File: config.mk
export PLATFORM = sky130hd
export DESIGN_NAME = calc_op_sequencer
export DESIGN_NICKNAME = d
export VERILOG_FILES = /design/src/rtl/calc_op_sequencer.sv
export SDC_FILE = /design/constraint.sdc
export NUM_CORES = 1
export LEC_CHECK = 0
export ABC_AREA = 1
export ABC_CLOCK_PERIOD_IN_PS = 2570
export BUFFER_PORTS_ARGS = -buffer_cell sky130_fd_sc_hd__buf_2
export CAP_MARGIN = 20
export CORE_AREA = 2 2 264 266
export DETAILED_ROUTE_END_ITERATION = 8
export DIE_AREA = 0 0 266 268
export SETUP_SLACK_MARGIN = 0.15
export SYNTH_ARGS = -nofsm -noshare
export SYNTH_HDL_FRONTEND = slang
export SYNTH_SLANG_ARGS = --single-unit
File: constraint.sdc
create_clock -name clk -period 2.57 [get_ports clk]
set_input_delay 0.257 -clock clk [delete_from_list [all_inputs] [get_ports clk]]
set_output_delay 0.257 -clock clk [all_outputs]
set_load 0.05 [all_outputs]
File: src/rtl/calc_op_sequencer.sv
// Command sequencer between a host port and a multi-cycle ALU.
// Accepts one command at a time, drives the ALU until it reports done
// or the wait budget runs out, then holds the response until the host
// takes it. It also keeps completed-command and error statistics.
module calc_op_sequencer #(
  parameter int unsigned TIMEOUT = 15
) (
  input  logic           clk,
  input  logic           rstn,
  input  logic           cmd_valid,
  output logic           cmd_ready,
  input  logic [2:0]     cmd_op,
  input  logic           cmd_sel,
  input  logic [79:0]    cmd_a,
  input  logic [79:0]    cmd_b,
  output logic           alu_en,
  output logic [2:0]     alu_app,
  output logic           alu_sel,
  output logic [79:0]    alu_a,
  output logic [79:0]    alu_b,
  input  logic [159:0]   alu_c,
  input  logic           alu_done,
  output logic           rsp_valid,
  input  logic           rsp_ready,
  output logic [159:0]   rsp_data,
  output logic           rsp_err,
  output logic [15:0]    stat_ops,
  output logic [7:0]     stat_err
);

  localparam int unsigned CW = $clog2(TIMEOUT + 1);

  typedef enum logic [1:0] {IDLE, EXEC, RESP} state_t;

  state_t         state_q, state_d;
  logic [CW-1:0]  wait_q, wait_d;
  logic           cmd_ready_d, alu_en_d, alu_sel_d, rsp_valid_d, rsp_err_d;
  logic [2:0]     alu_app_d;
  logic [79:0]    alu_a_d, alu_b_d;
  logic [159:0]   rsp_data_d;
  logic [15:0]    stat_ops_d;
  logic [7:0]     stat_err_d;
  logic           op_ok;

  assign op_ok = (cmd_op == 3'b001) || (cmd_op == 3'b010) || (cmd_op == 3'b011);

  // Next-state and next-output logic; handshake flags are derived from the
  // next state so they are registered alongside it.
  always_comb begin
    state_d    = state_q;
    wait_d     = wait_q;
    alu_app_d  = alu_app;
    alu_sel_d  = alu_sel;
    alu_a_d    = alu_a;
    alu_b_d    = alu_b;
    rsp_data_d = rsp_data;
    rsp_err_d  = rsp_err;
    stat_ops_d = stat_ops;
    stat_err_d = stat_err;
    case (state_q)
      IDLE: begin
        if (cmd_valid && cmd_ready) begin
          alu_app_d = cmd_op;
          alu_sel_d = cmd_sel;
          alu_a_d   = cmd_a;
          alu_b_d   = cmd_b;
          if (op_ok) begin
            state_d = EXEC;
            wait_d  = '0;
          end else begin
            state_d    = RESP;
            rsp_data_d = '0;
            rsp_err_d  = 1'b1;
          end
        end
      end
      EXEC: begin
        if (alu_done) begin
          state_d    = RESP;
          rsp_data_d = alu_c;
          rsp_err_d  = 1'b0;
        end else if (wait_q == CW'(TIMEOUT - 1)) begin
          state_d    = RESP;
          rsp_data_d = '0;
          rsp_err_d  = 1'b1;
        end else begin
          wait_d = wait_q + 1'b1;
        end
      end
      RESP: begin
        if (rsp_ready) begin
          state_d    = IDLE;
          stat_ops_d = stat_ops + 16'd1;
          if (rsp_err && (stat_err != '1))
            stat_err_d = stat_err + 8'd1;
        end
      end
      default: state_d = IDLE;
    endcase
    cmd_ready_d = (state_d == IDLE);
    alu_en_d    = (state_d == EXEC);
    rsp_valid_d = (state_d == RESP);
  end

  // State and output registers with synchronous active-low reset.
  always_ff @(posedge clk) begin
    if (!rstn) begin
      state_q   <= IDLE;
      wait_q    <= '0;
      cmd_ready <= 1'b0;
      alu_en    <= 1'b0;
      alu_app   <= '0;
      alu_sel   <= 1'b0;
      alu_a     <= '0;
      alu_b     <= '0;
      rsp_valid <= 1'b0;
      rsp_data  <= '0;
      rsp_err   <= 1'b0;
      stat_ops  <= '0;
      stat_err  <= '0;
    end else begin
      state_q   <= state_d;
      wait_q    <= wait_d;
      cmd_ready <= cmd_ready_d;
      alu_en    <= alu_en_d;
      alu_app   <= alu_app_d;
      alu_sel   <= alu_sel_d;
      alu_a     <= alu_a_d;
      alu_b     <= alu_b_d;
      rsp_valid <= rsp_valid_d;
      rsp_data  <= rsp_data_d;
      rsp_err   <= rsp_err_d;
      stat_ops  <= stat_ops_d;
      stat_err  <= stat_err_d;
    end
  end

endmodule
## Yosys cells after proc, flatten, opt, wreduce, memory -nomap -nowiden

Index checks and enable logic that the tools add are counted.
W data, S select, Z words.

| word-level totals | value |
|---|---|
| flip-flop bits (word level) | 358 |
| input port bits | 329 |

| operators by class | value |
|---|---|
| add/subtract/negate cells | 3 |
| equal/unequal tests | 15 |
| muxes and demuxes | 21 |
| reduce and logical (&&, ||, !) cells | 12 |

Operator list:

| cell | number |
|---|---|
| $mux W160 | 4 |
| $pmux W160 S2 | 1 |
| $add A16 B1 Y16 const B | 1 |
| $mux W4 | 4 |
| $mux W2 | 5 |
| $ne A2 B2 Y1 const B | 5 |
| $add A8 B1 Y8 const B | 1 |
| $ne A8 B8 Y1 const B | 1 |
| $pmux W4 S2 | 1 |
| $eq A3 B2 Y1 const B | 2 |
| $pmux W2 S3 | 1 |
| $reduce_and A5 Y1 | 1 |
| $add A4 B1 Y4 const B | 1 |
| $eq A2 B1 Y1 const B | 2 |
| $eq A2 B2 Y1 const B | 2 |
| $eq A4 B4 Y1 const B | 1 |
| $logic_not A2 Y1 | 2 |
| $mux W1 | 4 |
| $reduce_and A2 Y1 | 2 |
| $reduce_and A4 Y1 | 1 |
| $eq A3 B1 Y1 const B | 1 |
| $ne A3 B3 Y1 const B | 1 |
| $reduce_and A3 Y1 | 1 |
| $logic_and A1 B1 Y1 | 2 |
| other kinds (3) | 4 |

## Longest topological paths before layout

Gate-level depths: netlist of run 1.

| depth | value |
|---|---|
| depth after elaboration | 7 |
| mapped depth | 9 |

## Worst setup path after synthesis of run 1

Ideal clock, no wire load.

| timing path | value |
|---|---|
| path kind | register to register |
| start point | register stat_err[1] |
| end point | register stat_err[1] |
| setup time | 116 ps |
| data arrival time | 1685 ps |
| setup slack | 769 ps |
| cell stages (with the launch flop) | 9 |
| period minus slack after synthesis | 1801 ps |
| cells stage by stage | dfxtp_1 -> ha_1 -> nand3_1 -> nor2_1 -> nand3_1 -> nand2_1 -> inv_1 -> nor2_1 -> nor2_1 |

| between the ends | value |
|---|---|
| longest elaborated chain between the ends | 3 |
| elaborated cells on any way between the ends | 4 |
| classes of those cells | add/sub (1); eq/ne (1); reduce/logical (2) |

RTL lines:

| what | line | source |
|---|---|---|
| from (decl) | 28 | `output logic [7:0] stat_err` |
| from (signal assigned) | 134 | `stat_err <= stat_err_d;` |
| parallel branches: the longest is 3 deep, another holds $add A8 B1 Y8 | -- |  |

Parallel ways; which one is timed is not known.
A chain may end at the register's enable or synchronous reset.

## Final worst setup path of run 1

| timing path | value |
|---|---|
| start point | register state_q[0] |
| end point | register alu_b[21] |

| between the ends | value |
|---|---|
| longest elaborated chain between the ends | 2 |

RTL lines:

| what | line | source |
|---|---|---|
| from (decl) | 35 | `state_t state_q, state_d;` |
| from (signal assigned) | 122 | `state_q <= state_d;` |
| $logic_not A2 Y1 | 60 | `case (state_q)` |
| $reduce_and A2 Y1 (no line) | -- |  |
| to (signal assigned) | 129 | `alu_b <= alu_b_d;` |
| to (decl) | 20 | `output logic [79:0] alu_b,` |

Every way passes these cells.

==> results of run 1 <==
## routing by layer
metal | up-vias | track usage [%] | wire length [microns]
met5 | - | 0 | 0
met2 | 590 | 21.6 | 23200
met1 | 6625 | 15.4 | 20600
met4 | 0 | 7.32 | 2720
li1 | 7142 | - | -
met3 | 165 | 4.18 | 3940
## path summary, 6_finish.rpt
| check | from | to | slack, ps | cells after the start |
|---|---|---|---|---|
| worst max-delay path | state_q[0] | alu_b[21] | 330 | 9 |
| worst min-delay path | rstn | alu_a[36] | 40 | 3 |
| worst max register to register | state_q[0] | alu_b[21] | 330 | 9 |
| worst min register to register | rsp_data[112] | rsp_data[112] | 460 | 2 |
## area by class of cell
type	count	area, sq um
Sequential cell	358	7170
Inverter	30	120
Fill cell	6994	46800
Timing Repair Buffer	1029	6950
Antenna cell	3	7.51
Tap cell	882	1100
Multi-Input combinational cell	1129	4850
Clock buffer	59	1150
Clock inverter	11	120
## per-stage QoR
step / worst slack (ps) / utilization [%]
4_1_cts: 302 / 31.5
5_1_grt: 178 / 31.5
2_1_floorplan: 769 / -
3_3_place_gp: 550 / 24.9
6_report: 328 / 31.5
3_5_place_dp: 515 / 24.9
## Yosys cell counts
master	number
dfxtp_1	358
buf_4	10
or2_2	1
nor3_1	3
o21ai_1	1
and2_1	3
nor2_4	1
inv_2	1
nand3b_1	1
buf_1	1
o21ai_0	173
nor2_1	357
o21a_1	2
nand3_1	17
and3_1	1
buf_2	30
xor2_1	4
o21bai_1	1
buf_6	1
a211oi_1	1
nand4_1	6
ha_1	4
nand2_1	363
nor2_2	2
clkbuf_1	67
a21oi_1	186
inv_1	29
xnor2_1	2
## report_power, final
group          switching [W]  internal (W)
Sequential          0.000125       0.00582
Clock                0.00236       0.00332
Combinational        0.00172      0.000875
Total                0.00421        0.0100
## worst max-delay path, cell delays in order, from the launching register on
cell and delay (ps):
dfxtp_1 320, inv_1 110, nand2_1 110, nor2_4 200, buf_4 300, inv_4 80
buf_12 190, nor2_1 150, nor2_1 60, dlygate4sd3_1 560
## cells by family after synthesis
family / Yosys count
simple gates: 755
compound gates: 364
flops: 358
buf+inv: 139
xor+xnor: 6
fa+ha+maj: 4
## repair_timing
action / CTS / global route
hold buffers: 321 / 0
endpoints found under the hold margin: 316 / 0
setup endpoints to repair: 0 / 0
## flip-flops by register name, summed over array words and instances, names as in the netlist
name and cells:
alu_a 80, alu_app 3, alu_b 80, alu_en 1, alu_sel 1, cmd_ready 1
rsp_data 160, rsp_err 1, rsp_valid 1, stat_err 8, stat_ops 16, state_q 2
wait_q 4
==> run_results.csv, run 1 <==
group,metric,value,unit
job,drv_cap,0,
synth,synth_top_area_share,56.8,%
global_route,grt_max_degree,144,
setup_path,cp.required,3010,ps
cts,cts_buffer_depth,3,
setup_path,critPathLaunchType,"flip-flop",
power_and_ir_drop,power.density,662,nW/um^2
synth,synthAdderAreaFrac,0.397,%
global_route,track_usage,13.2,%
routing,vias_per_cell,4.15,
synth,synth_area_per_cell,7.75,sq um
routing,num_vias,14500,
sta,layout_min_cycle_time,2240,ps
floorplan,pin_count,681,
power_and_ir_drop,power.total,0.0142,W
routing,drt_iter0_drc,685,
placed_design,routabilityCongestion,0.810,
synth,muxShareOfSynthArea,0,%
setup_path,arrival,2680,ps
cts,cts_setup_buffers,0,
final_layout,fin_area,21500,sq um
placed_design,placed_cells_incl_taps,3107,
sta,slew_headroom,55.6,%
synth,synthXorXnorAreaFrac,0.417,%
synth,synth_top_area_cell,"dfxtp_1",
routing,wl_per_cell,14.4,microns
final_layout,final_cells,3501,
final_layout,syn_to_final_growth,70.3,%
synth,synth_fp_nets,1959,
setup_path,cp-end-kind,"flip-flop",
min_path,hp-class,"in -> reg",
synth,synth_cell_types,28,
sta,finalCritPeriodShare,87.2,%
synth,postSynthCellCount,1626,
sta,tns,0,ps
cts,cts_tree,"yes",
cts,path_clk_slew,60,ps
sta,fin_hold_ws,44.0,ps
routing,route.detailed.drc,0,
final_layout,fin_nets,2922,
global_route,antenna_found_initial,2,
routing,dr.pass1.iters,5,
final_layout,drive_above_1_share,29.5,%
sta,slew_violations,0,
global_route,grt_pass1_wl,76.0,mm
final_layout,final_common_cell,"buf_2",
sta,fmax,446,MHz
floorplan,die_area,71300,sq um
synth,yosysSeqAreaShare,56.8,%
final_layout,mostFrequentLayoutCells,"679 x buf_2, 363 x nand2_1, 358 x dfxtp_1",
floorplan,row_count,96,
sta,setup_violations,0,
routing,drtAntennaViolNets,0,
global_route,grt_pass1_vias,14300,
floorplan,die_h,268,microns
global_route,grt_overflow,0,
sta,clock_skew,16.6,ps
placed_design,io_buffers,680,
synth,synth_compound_area_share,14.5,%
power_and_ir_drop,leakagePower,9.97,nW
sta,hold_viol,0,
cts,ctsResizeCount,0,
synth,synth_top_family_by_area,"simple AND/OR/NAND/NOR gates",
floorplan,design.core.area,68200,sq um
synth,yosys.area_share.simple,23.0,%
cts,cts.sinks,358,
setup_path,critPathKind,"reg -> reg",
floorplan,start_util,18.5,%
placed_design,placed_area,17000,sq um
synth,ys_ff_latch,358,
cts,cts_buffers,41,
placed_design,hpwl,33.0,mm
floorplan,die_w,266,microns
synth,yosysWarnings,0,
power_and_ir_drop,ir_drop,0.457,mV
synth,synth_area,12600,sq um
run_status,status,"completed",
sta,worst-slew-pin-transition,665,ps
cts,root_buffer,"clkbuf_16",
cts,clkLatencyLatePin,560,ps
routing,wl,50.5,mm
sta,rsz0062_at_grt,"false",
setup_path,critPathMaxFanout,83,
cts,htree_levels,2,
synth,synthTopCellsByArea,"dfxtp_1 57%, nand2_1 11%, nor2_1 11%",
No activity file was read; power rests on OpenSTA's default activity.
==> run 2, diff against run 1 <==
- ABC_CLOCK_PERIOD_IN_PS: 2570 -> 2500
- clock period: 2.57 -> 2.5 ns (I/O delays scaled with it)
==> run 2 against run 1 <==
  * Setup slack better by 170 ps
  * Sequential share of layout area up 0.090 points
  * Sequential power grew 3%
  * Clock-buffer cell count grew 3
  * Cell count decreased by 0.20%
  * Power grew 2.1%
  * Sequential cell count stayed put
  * Via count fell by 0.36%
  * Core utilization fell by 0.084 points
  * Critical path depth unchanged
  * Largest power group unchanged
  * Non-clock buffer count decreased by 4
==> run_results.csv, run 2 (same netlist as run 1, synthesis figures left out) <==
group,metric,value,unit
cts,htree_levels,2,
final_layout,mostFrequentLayoutCells,"679 x buf_2, 363 x nand2_1, 358 x dfxtp_1",
cts,root_buffer,"clkbuf_16",
placed_design,io_buffers,680,
sta,fin_hold_ws,49.3,ps
floorplan,pin_count,681,
cts,cts_setup_buffers,0,
floorplan,die_w,266,microns
global_route,track_usage,13.1,%
routing,wl,50.0,mm
final_layout,syn_to_final_growth,69.9,%
power_and_ir_drop,ir_drop,0.461,mV
sta,setup_violations,0,
power_and_ir_drop,netSwitchingFraction,29.5,%
setup_path,rrSetupSlack,530,ps
cts,ctsResizeCount,0,
placed_design,placed_cells_incl_taps,3106,
placed_design,routabilityCongestion,0.788,
setup_path,critPathKind,"in -> reg",
global_route,grt_overflow,0,
power_and_ir_drop,combPwrFrac,18.3,%
floorplan,die_h,268,microns
sta,slew_violations,0,
cts,cts_hold_buf,318,
routing,route.detailed.drc,0,
sta,clock_skew,11.2,ps
setup_path,critPathLaunchType,"input pin",
power_and_ir_drop,switching_power,0.00428,W
power_and_ir_drop,p_int,0.0102,W
setup_path,cp-end-kind,"flip-flop",
sta,layout_min_cycle_time,2000,ps
final_layout,final_cells,3494,
final_layout,fin_util,31.4,%
final_layout,final.fill_count,7099,
global_route,antenna_found_initial,1,
sta,hold_viol,0,
cts,cts_buffers,40,
power_and_ir_drop,power.density,678,nW/um^2
sta,fmax,499,MHz
run_status,status,"completed",
floorplan,die_area,71300,sq um
power_and_ir_drop,seqPwrFrac,42.1,%
power_and_ir_drop,clockPowerShare,39.5,%
cts,cts.sinks,358,
routing,vias_per_cell,4.14,
final_layout,largest_reg_flops,160,
final_layout,largestRegisters,"rsp_data (160), alu_a (80), alu_b (80)",
final_layout,fin_nets,2917,
cts,clkLatencyLatePin,550,ps
min_path,hp-class,"in -> reg",
power_and_ir_drop,leakagePower,9.94,nW
global_route,grt_pass1_wl,75.2,mm
cts,cts_tree,"yes",
sta,rsz0062_at_grt,"false",
job,drv_cap,0,
setup_path,cp.required,2930,ps
setup_path,arrival,2430,ps
routing,drtAntennaViolNets,0,
placed_design,hpwl,32.8,mm
routing,dr.pass1.iters,5,
final_layout,largest-register,"rsp_data",
floorplan,start_util,18.5,%
sta,slew_headroom,46.6,%
routing,num_vias,14500,
global_route,grt_max_degree,92,
floorplan,row_count,96,
final_layout,n_antenna_cell,0,
global_route,grt_pass1_vias,14200,
cts,cts_buffer_depth,3,
routing,drt_iter0_drc,742,
cts,path_clk_slew,60,ps
sta,worst-slew-pin-transition,801,ps
sta,tns,0,ps
floorplan,design.core.area,68200,sq um
final_layout,drive_above_1_share,29.5,%
setup_path,critPathMaxFanout,43,
final_layout,final_common_cell,"buf_2",
sta,finalCritPeriodShare,80.2,%
routing,wl_per_cell,14.3,microns
run 2: final timing paths:
path                     start           end  depth (start not counted)
setup reg to reg     wait_q[0]  rsp_data[13]                         10
setup / recovery     cmd_op[0]  rsp_data[21]                          9
hold / removal       alu_c[40]  rsp_data[40]                          3
hold reg to reg   rsp_data[60]  rsp_data[60]                          2
run 2: layer usage:
metal / track usage (%) / vias to the layer above / wire (microns)
li1: - / 7124 / -
met1: 14.9 / 6601 / 20100
met2: 22.3 / 597 / 23500
met3: 4.09 / 147 / 4020
met4: 6.35 / 0 / 2430
met5: 0 / - / 0
run 2: layout make-up:
class                      count  area [sq um]  share of cell area (%)
multi-input combinational   1129          4850                    22.6
sequential                   358          7170                    33.5
clock buffer                  62          1180                    5.53
tap                          882          1100                    5.15
clock inverter                 8          76.3                   0.356
inverter                      30           120                   0.561
timing repair buffer        1025          6920                    32.3
run 2: worst max-delay path, cell delays in order:
cell and delay [ps]:
dlygate4sd3_1 530, buf_2 130, o21bai_1 600, and2_1 270
nor2_4 60, buf_12 170, buf_4 220, nand2_1 80
a21oi_1 60
run 2: power by group through the flow:
stage / sequential, W / combinational (W) / clock (W)
after global routing: 0.00614 / 0.00283 / 0.00617
after global placement: 0.00622 / 0.00225 / 0
after CTS: 0.00611 / 0.00265 / 0.00594
final: 0.00612 / 0.00266 / 0.00574
after floorplan: 0.00717 / 0.000537 / 0
after detailed placement: 0.00622 / 0.00225 / 0
run 2: per-stage QoR:
| step | power (W) | worst slack [ps] | instance area [sq um] |
|---|---|---|---|
| 2_1_floorplan | 0.00771 | 699 | 12600 |
| 3_3_place_gp | 0.00847 | 520 | 17000 |
| 3_5_place_dp | 0.00847 | 518 | 17000 |
| 4_1_cts | 0.0147 | 545 | 21400 |
| 5_1_grt | 0.0151 | 358 | 21400 |
| 6_report | 0.0145 | 495 | 21400 |
